**config.mk**
```make
export PLATFORM = sky130hd
export DESIGN_NAME = regfile_write_arbiter
export DESIGN_NICKNAME = d
export VERILOG_FILES = /design/src/rtl/regfile_pkg.sv /design/src/rtl/rr_arbiter2.sv /design/src/rtl/regfile_write_arbiter.sv
export SDC_FILE = /design/constraint.sdc
export NUM_CORES = 1
export LEC_CHECK = 0
export ABC_CLOCK_PERIOD_IN_PS = 1490
export BUFFER_PORTS_ARGS = -buffer_cell sky130_fd_sc_hd__buf_2
export CORE_MARGIN = 3
export CORE_UTILIZATION = 40
export CTS_CLUSTER_SIZE = 28
export DETAILED_ROUTE_END_ITERATION = 7
export HOLD_SLACK_MARGIN = 0.08
export PLACE_DENSITY_LB_ADDON = 0.2
export SLEW_MARGIN = 10
export SYNTH_ARGS = -nofsm -noshare
export SYNTH_HDL_FRONTEND = slang
export SYNTH_SLANG_ARGS = --single-unit
```
**constraint.sdc**
```tcl
create_clock -name clk -period 1.49 [get_ports clk]
set_clock_uncertainty 0.15 [all_clocks]
set_input_delay 0.149 -clock clk [delete_from_list [all_inputs] [get_ports clk]]
set_output_delay 0.149 -clock clk [all_outputs]
set_load 0.05 [all_outputs]
```
**src/rtl/regfile_pkg.sv**
```systemverilog
// Shared constants and types for the register-file write-port arbiter.
package regfile_pkg;

  localparam int unsigned DATA_W   = 8;
  localparam int unsigned ADDR_W   = 3;
  localparam int unsigned NUM_REGS = 8;

  localparam logic GRANT_A = 1'b0;
  localparam logic GRANT_B = 1'b1;

  typedef enum logic {
    LAST_A = GRANT_A,
    LAST_B = GRANT_B
  } last_grant_e;

  typedef struct packed {
    logic [ADDR_W-1:0] addr;
    logic [DATA_W-1:0] data;
  } wr_req_t;

endpackage

```
**src/rtl/rr_arbiter2.sv**
```systemverilog
// Two-way round-robin grant with hold; remembers the last winner so ties alternate.
module rr_arbiter2
  import regfile_pkg::*;
(
  input  logic clk,
  input  logic reset,
  input  logic hold,
  input  logic a_valid,
  input  logic b_valid,
  output logic a_grant_c,
  output logic b_grant_c,
  output logic last_grant
);

  last_grant_e state_q;
  last_grant_e state_d;

  // State register; after reset B counts as last winner so A takes the first tie.
  always_ff @(posedge clk or negedge reset) begin
    if (!reset) begin
      state_q <= LAST_B;
    end else begin
      state_q <= state_d;
    end
  end

  always_comb begin
    state_d   = state_q;
    a_grant_c = 1'b0;
    b_grant_c = 1'b0;
    if (reset && !hold) begin
      if (a_valid && (!b_valid || state_q == LAST_B)) begin
        a_grant_c = 1'b1;
        state_d   = LAST_A;
      end else if (b_valid) begin
        b_grant_c = 1'b1;
        state_d   = LAST_B;
      end
    end
  end

  assign last_grant = (state_q == LAST_B);

endmodule

```
**src/rtl/regfile_write_arbiter.sv**
```systemverilog
// Shares the register file write port between ALU (A) and load (B) writeback,
// with a registered write stage and a pending-write scoreboard for issue stalls.
module regfile_write_arbiter
  import regfile_pkg::*;
(
  input  logic                clk,
  input  logic                reset,
  input  logic                hold,
  input  logic                a_valid,
  input  logic [ADDR_W-1:0]   a_addr,
  input  logic [DATA_W-1:0]   a_data,
  output logic                a_ready,
  input  logic                b_valid,
  input  logic [ADDR_W-1:0]   b_addr,
  input  logic [DATA_W-1:0]   b_data,
  output logic                b_ready,
  input  logic                rsv_valid,
  input  logic [ADDR_W-1:0]   rsv_addr,
  input  logic [ADDR_W-1:0]   r_addr1,
  input  logic [ADDR_W-1:0]   r_addr2,
  output logic                busy1,
  output logic                busy2,
  output logic [NUM_REGS-1:0] busy_vec,
  output logic                rf_write,
  output logic [ADDR_W-1:0]   rf_w_addr,
  output logic [DATA_W-1:0]   rf_in,
  output logic                last_grant
);

  logic          a_grant_c;
  logic          b_grant_c;
  logic          hs_c;
  wr_req_t       win_c;
  logic [NUM_REGS-1:0] busy_d;

  rr_arbiter2 u_arb (
    .clk        (clk),
    .reset      (reset),
    .hold       (hold),
    .a_valid    (a_valid),
    .b_valid    (b_valid),
    .a_grant_c  (a_grant_c),
    .b_grant_c  (b_grant_c),
    .last_grant (last_grant)
  );

  assign a_ready = a_grant_c;
  assign b_ready = b_grant_c;
  assign hs_c    = a_grant_c | b_grant_c;

  always_comb begin
    win_c = '{addr: a_addr, data: a_data};
    if (b_grant_c) begin
      win_c = '{addr: b_addr, data: b_data};
    end
  end

  // Clear on write first, then set on reserve, so a same-edge reservation survives.
  always_comb begin
    busy_d = busy_vec;
    if (hs_c) begin
      busy_d[win_c.addr] = 1'b0;
    end
    if (rsv_valid) begin
      busy_d[rsv_addr] = 1'b1;
    end
  end

  always_ff @(posedge clk or negedge reset) begin
    if (!reset) begin
      rf_write  <= 1'b0;
      rf_w_addr <= '0;
      rf_in     <= '0;
      busy_vec  <= '0;
    end else begin
      rf_write <= hs_c;
      busy_vec <= busy_d;
      if (hs_c) begin
        rf_w_addr <= win_c.addr;
        rf_in     <= win_c.data;
      end
    end
  end

  assign busy1 = busy_vec[r_addr1];
  assign busy2 = busy_vec[r_addr2];

endmodule

```
Yosys cells after proc, flatten, opt, wreduce, memory -nomap -nowiden
Index checks and enable logic that the tools add are counted.
Widths: inputs -> output; s select.

operators by class
  magnitude comparators = 6
  multiplexer cells = 18
  bitwise gates (word level) = 4
  reductions and logical operators = 9

operator list
  operator            count
  $lt 3x4->1 const B  4
  $mux 8              2
  $mux 1              11
  $mux 11             1
  $and 8x8->8         1
  $not 8->8           1
  $or 8x8->8          1
  $bmux 1 s3          2
  $demux 1 s3         2
  $ge 3x1->1 const B  2
  $logic_and 1x1->1   4
  $logic_not 1->1     2
  $reduce_and 2->1    1
  $reduce_bool 2->1   1
  $logic_or 1x1->1    1
  $or 1x1->1          1

storage, ports and cells
  register bits after elaboration = 21
  input port bits = 37
  output and inout bits = 25
  logic and storage cells = 42

Longest topological paths before layout
Gate-level depths: netlist of run 1.

  word-level depth = 15
  gate-level depth with buffers = 4
  gate-level depth less buffers = 3

Cells and area by module
From an unflattened synthesis of run 1, not the netlist that was laid out.

second synthesis, totals
  cells, all modules = 105
  area total of the unflattened synthesis = 1147.4 um^2

by module, submodules not included
  module                 times used  cells each  area an instance (um^2)  sequential area each (um^2)
  regfile_write_arbiter  1           97          1077.3                   500.5
  rr_arbiter2            1           8           70.1                     26.3

Worst setup path before layout of run 1
No wires, ideal clock.

  kind = reg2reg
  start = register u_arb.state_q, in the netlist u_arb.last_grant
  end = register rf_in[7]
  setup time = 0.177 ns
  arrival = 1.702 ns
  required time = 1.163 ns
  path slack = -0.539 ns
  cell stages (with the launch flop) = 4
  buffers on the path = 0
  clock period less this slack = 2.029 ns
  cell sequence = dfstp_2 > and2_2 > nor2_1 > o311ai_0

on the way
  word-level cells in the longest chain between the ends = 5
  elaborated cells between the ends (all ways) = 8
  those cells by class = mux (5); bitwise (1); reduce/logical (2)

RTL lines
  item                                          line                                                      source
  start: declaration                            rr_arbiter2.sv:15                                         last_grant_e state_q;
  start signal: assignment                      rr_arbiter2.sv:23                                         state_q <= state_d;
  $logic_or 1x1->1 (*)                          rr_arbiter2.sv:32                                         if (a_valid && (!b_valid || state_q == LAST_B)) begin
  $logic_and 1x1->1 (*)                         rr_arbiter2.sv:32
  $mux 1 (*)                                    rr_arbiter2.sv:32
  $mux 1 (*)                                    rr_arbiter2.sv:31                                         if (reset && !hold) begin
  net b_ready                                   regfile_write_arbiter.sv:16                               output logic b_ready,
  $mux 11 / $or 1x1->1 (equally long branches)  regfile_write_arbiter.sv:53, regfile_write_arbiter.sv:49
  end signal: assignment                        regfile_write_arbiter.sv:80                               rf_in <= win_c.data;
  end: declaration                              regfile_write_arbiter.sv:26                               output logic [DATA_W-1:0] rf_in,

Mark *: on every way through the listed nets, which the timed path passes. The rest lies on a longest branch.
A chain may end at the register's enable or synchronous reset.

Final worst setup path of run 1
  start = register busy_vec[4]
  end = output busy1

on the way
  word-level cells in the longest chain between the ends = 2

RTL lines
  item                          line                         source
  start: declaration            regfile_write_arbiter.sv:23  output logic [NUM_REGS-1:0] busy_vec,
  start signal: assignment      regfile_write_arbiter.sv:77  busy_vec <= busy_d;
  $bmux 1 s3                    regfile_write_arbiter.sv:85  assign busy1 = busy_vec[r_addr1];
  $mux 1 (not written as such)  regfile_write_arbiter.sv:85
  end: declaration              regfile_write_arbiter.sv:21  output logic busy1,

No other way between the ends. The select of a mux whose other input is x is not followed.

==> results of run 1 <==
-- worst max-delay path: stages, from the launching register on --
cell and delay, ns:
dfrtp_2 0.47, mux4_2 0.47, mux2_4 0.28, buf_6 0.15
-- state kept, by name, summed over array words and instances (netlist names) --
signal            count
rf_in                 8
busy_vec              8
rf_write              1
rf_w_addr             3
u_arb.last_grant      1
-- path summary, 6_finish.rpt --
| kind | endpoint | cells after the start | from |
|---|---|---|---|
| min in group asynchronous | rf_in[6]$_DFFE_PN0N_ | 3 | reset |
| min reg2reg | rf_in[4]$_DFFE_PN0N_ | 2 | rf_in[4]$_DFFE_PN0N_ |
| min | rf_in[6]$_DFFE_PN0N_ | 3 | b_data[6] |
| max reg2reg | busy_vec[2]$_DFF_PN0_ | 6 | u_arb.last_grant$_DFFE_PN1P_ |
| max | busy1 | 3 | busy_vec[4]$_DFF_PN0_ |
| max in group asynchronous | busy_vec[2]$_DFF_PN0_ | 3 | reset |
-- cells in the mapped netlist (all sizes together) --
cell type	instances	area share
o221ai	3	0.019
and3b	1	0.0090
nor2b	1	0.0045
o41ai	3	0.019
a221oi	6	0.038
nand4b	1	0.0063
clkbuf	2	0.0054
nand3	8	0.029
o21ai	15	0.054
and2	1	0.0054
a21bo	1	0.0072
o311ai	5	0.031
mux2	2	0.016
buf	6	0.034
and2b	1	0.0063
a2111oi	12	0.080
a211oi	2	0.011
o31ai	4	0.021
mux4	4	0.064
o211ai	5	0.027
dfrtp	20	0.36
a21oi	1	0.0036
nor3	6	0.021
nand2b	5	0.022
nor2	4	0.011
a211o	1	0.0063
dfstp	1	0.019
nand2	5	0.019
inv	14	0.038
nand3b	3	0.016
-- final cells by class --
cell class	count	share of cell area
Timing Repair Buffer	128	0.3512
Sequential cell	21	0.1852
Tap cell	44	0.01887
Inverter	14	0.01930
Clock inverter	1	0.002573
Multi-Input combinational cell	100	0.4151
Clock buffer	3	0.007719
-- where the power goes --
group          internal, mW  total (mW)  switching, mW
Clock                 0.103       0.326          0.223
Combinational         0.525        1.28          0.753
Sequential            0.648       0.696         0.0480
-- metal layers --
metal | wire [um] | global-route usage | part of all wire | vias to the layer above
met4 | 377 | 0.1373 | 0.050 | 0
li1 | - | - | - | 821
met2 | 3742 | 0.5683 | 0.49 | 171
met3 | 854 | 0.05299 | 0.11 | 50
met1 | 2594 | 0.4015 | 0.34 | 970
met5 | 0 | 0 | 0 | -
-- layout by cell type, fill, tap and decap left out, drive strengths merged --
| master | instances |
|---|---|
| clkinvlp | 2 |
| a211oi | 2 |
| nor2b | 1 |
| a21oi | 1 |
| and2b | 1 |
| dfrtp | 20 |
| a221oi | 6 |
| o31ai | 4 |
| a2111oi | 12 |
| dfstp | 1 |
| and2 | 1 |
| nand2b | 5 |
| o21ai | 15 |
| a211o | 1 |
| nand3 | 8 |
| dlygate4sd3 | 24 |
| buf | 104 |
| o211ai | 5 |
| o311ai | 5 |
| nand3b | 3 |
| inv | 13 |
| mux2 | 2 |
| a21bo | 1 |
| nand4b | 1 |
| and3b | 1 |
| nor2 | 4 |
| nand2 | 5 |
| nor3 | 6 |
| o41ai | 3 |
| mux4 | 4 |
| o221ai | 3 |
| clkbuf | 3 |
-- what timing repair did --
| action | in CTS | in global routing |
|---|---|---|
| resized for setup | 70 | 17 |
| setup buffers | 10 | 2 |
| hold buffers | 23 | 1 |
| cloned | 1 | 0 |
| hold endpoints to repair | 40 | 1 |
| endpoints found under the setup margin | 23 | 25 |
| pin swaps | 31 | 5 |
-- logic make-up after synthesis --
logic type             after synthesis  share of synthesized area
AO/OA/AOI/OAI                       58                     0.3160
AND/OR/NAND/NOR                     36                     0.1495
buffers and inverters               22                    0.07699
flip-flops                          21                     0.3769
multiplexers                         6                    0.08057
==> metrics.txt, run 1 <==
status complete, but fails checks; failing checks setup timing; Area growth syn-to-layout 108.8%; VDD IR max 0.0006157 V; endpoint class of the critical path output pin; Routed wire per std cell 24.34 um; die width 65.11 um; Root Driver clkbuf_4; first-pass GRT wire length 10,500 um; Via density 6.469; slew margin rel. 0.4446; clock period minus worst slack 2.001 ns; diodes inserted 0; Leakage 1.126 nW; Core Area 3203 um^2; Pwr Total 2.300 mW; area post-placement 2033 um^2; vias 2,012; power density over the cells 788.4 nW/um^2; syn nets 180; # DRC 0; Cell Area, Synth 1398 um^2; fillcell total 131; fin util 0.9109; Final Cell Area 2918 um^2; port bufs 61; Critical Path AT 1.70 ns; Max-Cap Viols 0; Hold WS 0.1012 ns; Sum Neg Setup Slack -5.386 ns; IO Pins 62; DP HPWL 3611 um; crit share post-route 1.343; Yosys reg bits 21; htree depth 1; actual slew at the worst max-slew pin 0.8304 ns; worst-skew pair later-pin latency 0.32 ns; reg-to-reg slack, setup -0.41 ns; CP required 1.19 ns; post-route insts no fill 311; synthesized area per cell 9.773 um^2; die area 4239 um^2; Sink Count 21; Initial Util 0.4363; layout cell share with drive strength beyond 1 0.6180; Antenna Violating Nets Remaining 0; vias in the first global route 2,048; Pre-Repair DR Iteration Count 5; Cell variety after synth 35; achievable clock frequency 499.7 MHz; RD Place Congestion 0.9083; Reg area 540.5 um^2; maximum clock path buffer count 2; warning count from the yosys run 0; register clock-pin slew on the reported worst setup and hold paths 0.15 ns; DP Cell Count 271; cts bufs inserted 3; final net count 305; Setup crit start kind flop; initial DRC count 245; GRT Total Usage 0.3270; hold crit path type in2reg; CTS tree done; Fin. Hold Viols 0; initial antenna violation count 0; largest net degree at the start of global routing 26; Final Max Slew Viols 0; Setup WS post-layout -0.5114 ns; sequential share of the synthesized area 0.3769; Die Y 65.11 um; Gate Count Post-Synth 143; Routed WL 7569 um; Max Fanout on Critical Path 3; worst slack, placed -0.2338 ns; RSZ-0062 raised after global routing true; FP Rows 20; area of the multi-input gates 1211 um^2; Congestion Overflow GR 0; critical path class reg2out; final setup fails 25
Note: power is estimated with default switching activity, not from simulation.
==> run 2, diff against run 1 <==
Settings changed: CELL_PAD_IN_SITES_DETAIL_PLACEMENT from default to 0, CELL_PAD_IN_SITES_GLOBAL_PLACEMENT from default to 1, CORE_UTILIZATION 40 to 31.
==> run 2 against run 1 <==
  * The flow still finishes with violations (setup timing)
  * Non-clock buffer count shrank 14
  * Power decreased by 3.2%
  * Design area decreased by 5.1%
  * Setup slack gained 0.10 ns
  * Combinational power fell by 11%
  * Largest power group unchanged
  * Hold slack worse by 0.021 ns
  * Sequential power is 1% lower
  * Highest routed layer unchanged
  * Clock power is 21% higher
  * Critical path depth unchanged
  * Sequential share of layout area rose by 1.0 points
  * Clock-buffer cell count is the same
  * Critical endpoint is now busy2
==> metrics.txt, run 2 (synthesis results as in run 1) <==
die area 5350 um^2 (+26%); Sum Neg Setup Slack -5.151 ns (+0.2352 ns); Root Driver clkbuf_8; register clock-pin slew on the reported worst setup and hold paths 0.09 ns (-0.06 ns); critical path class reg2out; Fin. Hold Viols 0 (unchanged); first-pass GRT wire length 9377 um (-11%); CP required 1.19 ns (about the same); VDD IR max 0.0005868 V (-4.7%); status complete, but fails checks; hold crit path type in2reg; final setup fails 24 (-4.0%); worst-skew pair later-pin latency 0.26 ns (-0.06 ns); final net count 291 (-4.6%); initial antenna violation count 0 (unchanged); DP HPWL 3878 um (+7.4%); Sink Count 21 (unchanged); Congestion Overflow GR 0 (unchanged); fin util 0.6636 (-0.2474); fillcell total 321 (+150%); power density over the cells 804.4 nW/um^2 (+2.0%); Antenna Violating Nets Remaining 0 (unchanged); die width 73.15 um (+12%); worst slack, placed -0.2731 ns (-0.03933 ns); endpoint class of the critical path output pin; area post-placement 2043 um^2 (+0.49%); largest net degree at the start of global routing 16 (-38%); CTS tree done; RSZ-0062 raised after global routing true; Critical Path AT 1.60 ns (-0.10 ns); Routed wire per std cell 19.88 um (-18%); vias in the first global route 1,840 (-10%); Pwr Total 2.227 mW (-3.2%); cts bufs inserted 3 (unchanged); Max-Cap Viols 0 (unchanged); Routed WL 6023 um (-20%); commonest non-fill, non-tap cells in the layout buf_2, buf_4, o21ai_0, inv_1, buf_6; port bufs 61 (unchanged); Core Area 4173 um^2 (+30%); diodes inserted 0 (unchanged); layout cell share with drive strength beyond 1 0.6482 (+0.03024); IO Pins 62 (unchanged); initial DRC count 80 (-67%); # DRC 0 (unchanged); Hold WS 0.08046 ns (-0.02075 ns); Setup WS post-layout -0.4105 ns (+0.1009 ns); achievable clock frequency 526.2 MHz (+5.3%); Setup crit start kind flop; post-route insts no fill 303 (-2.6%); Leakage 1.088 nW (-3.4%); slew margin rel. 0.4826 (+0.03796); commonest non-fill, non-tap cell in the layout buf_2; Initial Util 0.3349 (-0.1014); Final Cell Area 2769 um^2 (-5.1%); DP Cell Count 279 (+3.0%); htree depth 1 (unchanged); RD Place Congestion 0.8685 (-4.4%); Final Max Slew Viols 0 (unchanged); Pre-Repair DR Iteration Count 4 (-1); biggest regs busy_vec (8), rf_in (8), rf_w_addr (3); crit share post-route 1.276 (-0.06769); GRT Total Usage 0.2293 (-0.09767); clock period minus worst slack 1.901 ns (-0.1009 ns); actual slew at the worst max-slew pin 0.7736 ns (-0.05675 ns); Max Fanout on Critical Path 3 (unchanged); vias 1,742 (-13%); failing checks setup timing; Die Y 73.15 um (+12%); FP Rows 23 (+15%); Area growth syn-to-layout 98.12%; Via density 5.749 (-11%); maximum clock path buffer count 2 (unchanged)
## run 2: cell count changes in the layout (fill, tap and decap cells not counted), sizes merged
cell	previous run	this run
clkinv	0	1
clkinvlp	2	1
dlygate4sd3	24	10
## run 2: worst max-delay path, cell delays in order, from the launching register on
cell,delay (ns)
dfrtp_2,0.44
mux4_2,0.47
mux2_4,0.27
buf_6,0.15
## run 2: per-layer routing
metal	track usage	vias up	part of all wire
li1	-	796	-
met1	0.2999	876	0.43
met2	0.3903	56	0.51
met3	0.03444	14	0.045
met4	0.06352	0	0.023
met5	0	-	0
## run 2: final timing paths
path                                                   start               endpoint  slack, ns  cells past startpoint
worst min register to register          rf_in[2]$_DFFE_PN0N_   rf_in[2]$_DFFE_PN0N_       0.38                      2
worst min-delay path                             rsv_addr[2]  busy_vec[7]$_DFF_PN0_       0.08                      3
worst max-delay path                   busy_vec[7]$_DFF_PN0_                  busy2      -0.41                      3
worst max register to register  u_arb.last_grant$_DFFE_PN1P_  busy_vec[3]$_DFF_PN0_      -0.25                      5
min in group asynchronous                              reset   rf_in[7]$_DFFE_PN0N_       0.38                      4
max in group asynchronous                              reset  busy_vec[6]$_DFF_PN0_       0.17                      3
## run 2: where the power goes
group | switching (mW) | leakage (nW) | internal [mW]
clock network | 0.207 | 0.0255 | 0.187
registers | 0.0408 | 0.220 | 0.648
logic | 0.691 | 0.842 | 0.454
total | 0.938 | 1.09 | 1.29
## run 2: layout make-up
type,instances,area [um^2],share of cell area
Multi-Input combinational cell,100,1226,0.4428
Timing Repair Buffer,114,837.1,0.3023
Sequential cell,21,540.5,0.1952
Tap cell,50,62.56,0.02259
Inverter,14,56.30,0.02033
Clock buffer,3,41.29,0.01491
Clock inverter,1,5.005,0.001807
## run 2: repair_timing
action	4_1_cts	5_1_grt
gates resized for setup	73	15
setup buffers	9	4
endpoints found under the hold margin	27	0
setup endpoints to repair	24	24
hold buffers	10	0
pin swaps	20	9
==> run 3, diff against run 2 <==
Settings changed: ABC_CLOCK_PERIOD_IN_PS 1490 to 2110, BUFFER_PORTS_ARGS -buffer_cell sky130_fd_sc_hd__buf_2 to default, CORE_UTILIZATION 31 to 40, DONT_BUFFER_PORTS from default to 1.
Clock period 1.49 ns to 2.11 ns, I/O delays scaled along.
==> run 3 against run 2 <==
  * The run now ends clean
  * Register-to-register slack improved by 0.36 ns
  * Global-route usage increased by 0.55 points
  * Design area decreased by 31%
  * Non-clock buffer count decreased by 63
  * Sequential power decreased by 7.1%
  * Critical path depth decreased by 1
  * Cell count decreased by 23%
  * Clock power decreased by 51%
  * Largest cell class unchanged
==> metrics.txt, run 3 (synthesis results as in run 1) <==
status finished clean; VDD IR max 0.0004644 V (-21%); Sink Count 21 (unchanged); commonest non-fill, non-tap cell in the layout dlygate4sd3_1; register clock-pin slew on the reported worst setup and hold paths 0.12 ns (+0.03 ns); Max-Cap Viols 0 (unchanged); DP Cell Count 194 (-30%); final setup fails 0 (-100%); worst-skew pair later-pin latency 0.30 ns (+0.04 ns); htree depth 1 (unchanged); Area growth syn-to-layout 37.06%; maximum clock path buffer count 2 (unchanged); diodes inserted 0 (unchanged); RSZ-0062 raised after global routing false; vias 1,502 (-14%); Hold WS 0.08048 ns (+0.00002960 ns); largest net degree at the start of global routing 22 (+6); Die Y 65.11 um (-11%); hold crit path type in2reg; Root Driver clkbuf_4; CP max stage delay 0.48 ns (about the same); cts bufs inserted 3 (unchanged); commonest non-fill, non-tap cells in the layout dlygate4sd3_1, dfrtp_1, buf_4, inv_1, o21ai_0; layout cell share with drive strength beyond 1 0.1789 (-0.4693); CTS tree done; worst r2r path cells 4 (-1); power density over the cells 611.3 nW/um^2 (-24%); critical-path cell list mux4_2 > mux2_2; Initial Util 0.4363 (+0.1014); Congestion Overflow GR 0 (unchanged); RD Place Congestion 0.7782 (-10%); IO Pins 62 (unchanged); Via density 6.419 (+12%); Pre-Repair DR Iteration Count 4 (unchanged); Sum Neg Setup Slack 0 ns (+5.151 ns); Antenna Violating Nets Remaining 0 (unchanged); final net count 228 (-22%); r2r startpoint u_arb.last_grant$_DFFE_PN1P_; FP Rows 20 (-13%); actual slew at the worst max-slew pin 0.9660 ns (+0.1924 ns); vias in the first global route 1,505 (-18%); crit path buf inv count 0 (-1); R2R Path End rf_w_addr[0]$_DFFE_PN0N_; Max Fanout on Critical Path 5 (+2); initial antenna violation count 0 (unchanged); WP depth 2 (-1); critical path class reg2out; Critical Path End busy1; die area 4239 um^2 (-21%); achievable clock frequency 497.5 MHz; Routed wire per std cell 19.86 um (about the same); CP max stage cell mux4_2; CP required 1.75 ns (+0.56 ns); die width 65.11 um (-11%); GRT Total Usage 0.2349 (+0.005526); Setup crit start kind flop; clock period minus worst slack 2.010 ns; slew margin rel. 0.3539 (-0.1287); Routed WL 4647 um (-23%); port bufs 0 (-100%); crit share post-route 0.9526; DP HPWL 3196 um (-18%); Fin. Hold Viols 0 (unchanged); reg-to-reg slack, setup 0.11 ns (+0.36 ns); endpoint class of the critical path output pin; Critical Path AT 1.65 ns (+0.05 ns); first-pass GRT wire length 7741 um (-17%); fillcell total 310 (-3.4%); critical path startpoint busy_vec[3]$_DFF_PN0_; Core Area 3203 um^2 (-23%); CP top delay family multiplexers; # DRC 0 (unchanged); biggest regs busy_vec (8), rf_in (8), rf_w_addr (3); Leakage 0.6945 nW (-36%); post-route insts no fill 234 (-23%); Final Max Slew Viols 0 (unchanged); initial DRC count 59 (-26%)
==> run 3: final cells by class <==
type / instances / area, um^2 / share of cell area
multi-input combinational: 100 / 787.0 / 0.4108
timing repair buffer: 51 / 467.9 / 0.2443
inverter: 14 / 52.55 / 0.02743
tap: 44 / 55.05 / 0.02874
clock buffer: 4 / 26.28 / 0.01372
sequential: 21 / 526.8 / 0.2750
==> run 3: repair_timing <==
action                                 4_1_cts  5_1_grt
resized for setup                            0        7
buffers inserted                             0        2
endpoints found under the hold margin       42        0
setup endpoints to repair                    0        4
hold buffers                                35        0
==> run 3: per-stage QoR <==
step	total power, mW	util	area, um^2	setup WS, ns
2_1_floorplan	0.8191	-	1398	0.08149
3_3_place_gp	0.8637	0.4715	1510	0.2627
3_5_place_dp	0.8702	0.4715	1510	0.3357
4_1_cts	1.146	0.5891	1887	0.06477
5_1_grt	1.234	0.5980	1916	0.03825
6_report	1.171	0.5980	1916	0.09996
==> run 3: routing by layer <==
layer / global-route usage / share of wire / vias up
li1: - / - / 674
met1: 0.2948 / 0.41 / 736
met2: 0.3857 / 0.47 / 82
met3: 0.08034 / 0.10 / 10
met4: 0.06477 / 0.018 / 0
met5: 0 / 0 / -
==> run 3: worst min path at each step <==
stage               from                  endpoint  slack [ns]  cells after the start
5_1_grt        b_addr[2]     busy_vec[4]$_DFF_PN0_        0.08                      3
6_report       a_addr[1]  rf_w_addr[1]$_DFFE_PN0N_        0.08                      2
3_3_place_gp       reset      rf_in[5]$_DFFE_PN0N_       -0.23                      0
4_1_cts        a_addr[1]  rf_w_addr[1]$_DFFE_PN0N_        0.08                      2
2_1_floorplan      reset     busy_vec[0]$_DFF_PN0_       -0.23                      0
3_5_place_dp       reset      rf_in[5]$_DFFE_PN0N_       -0.23                      0
==> run 3: power breakdown <==
group          total, mW  switching (mW)  leakage (nW)  internal, mW
clock network      0.195           0.122        0.0150        0.0736
logic              0.336           0.178         0.457         0.157
registers          0.640           0.188         0.223         0.452
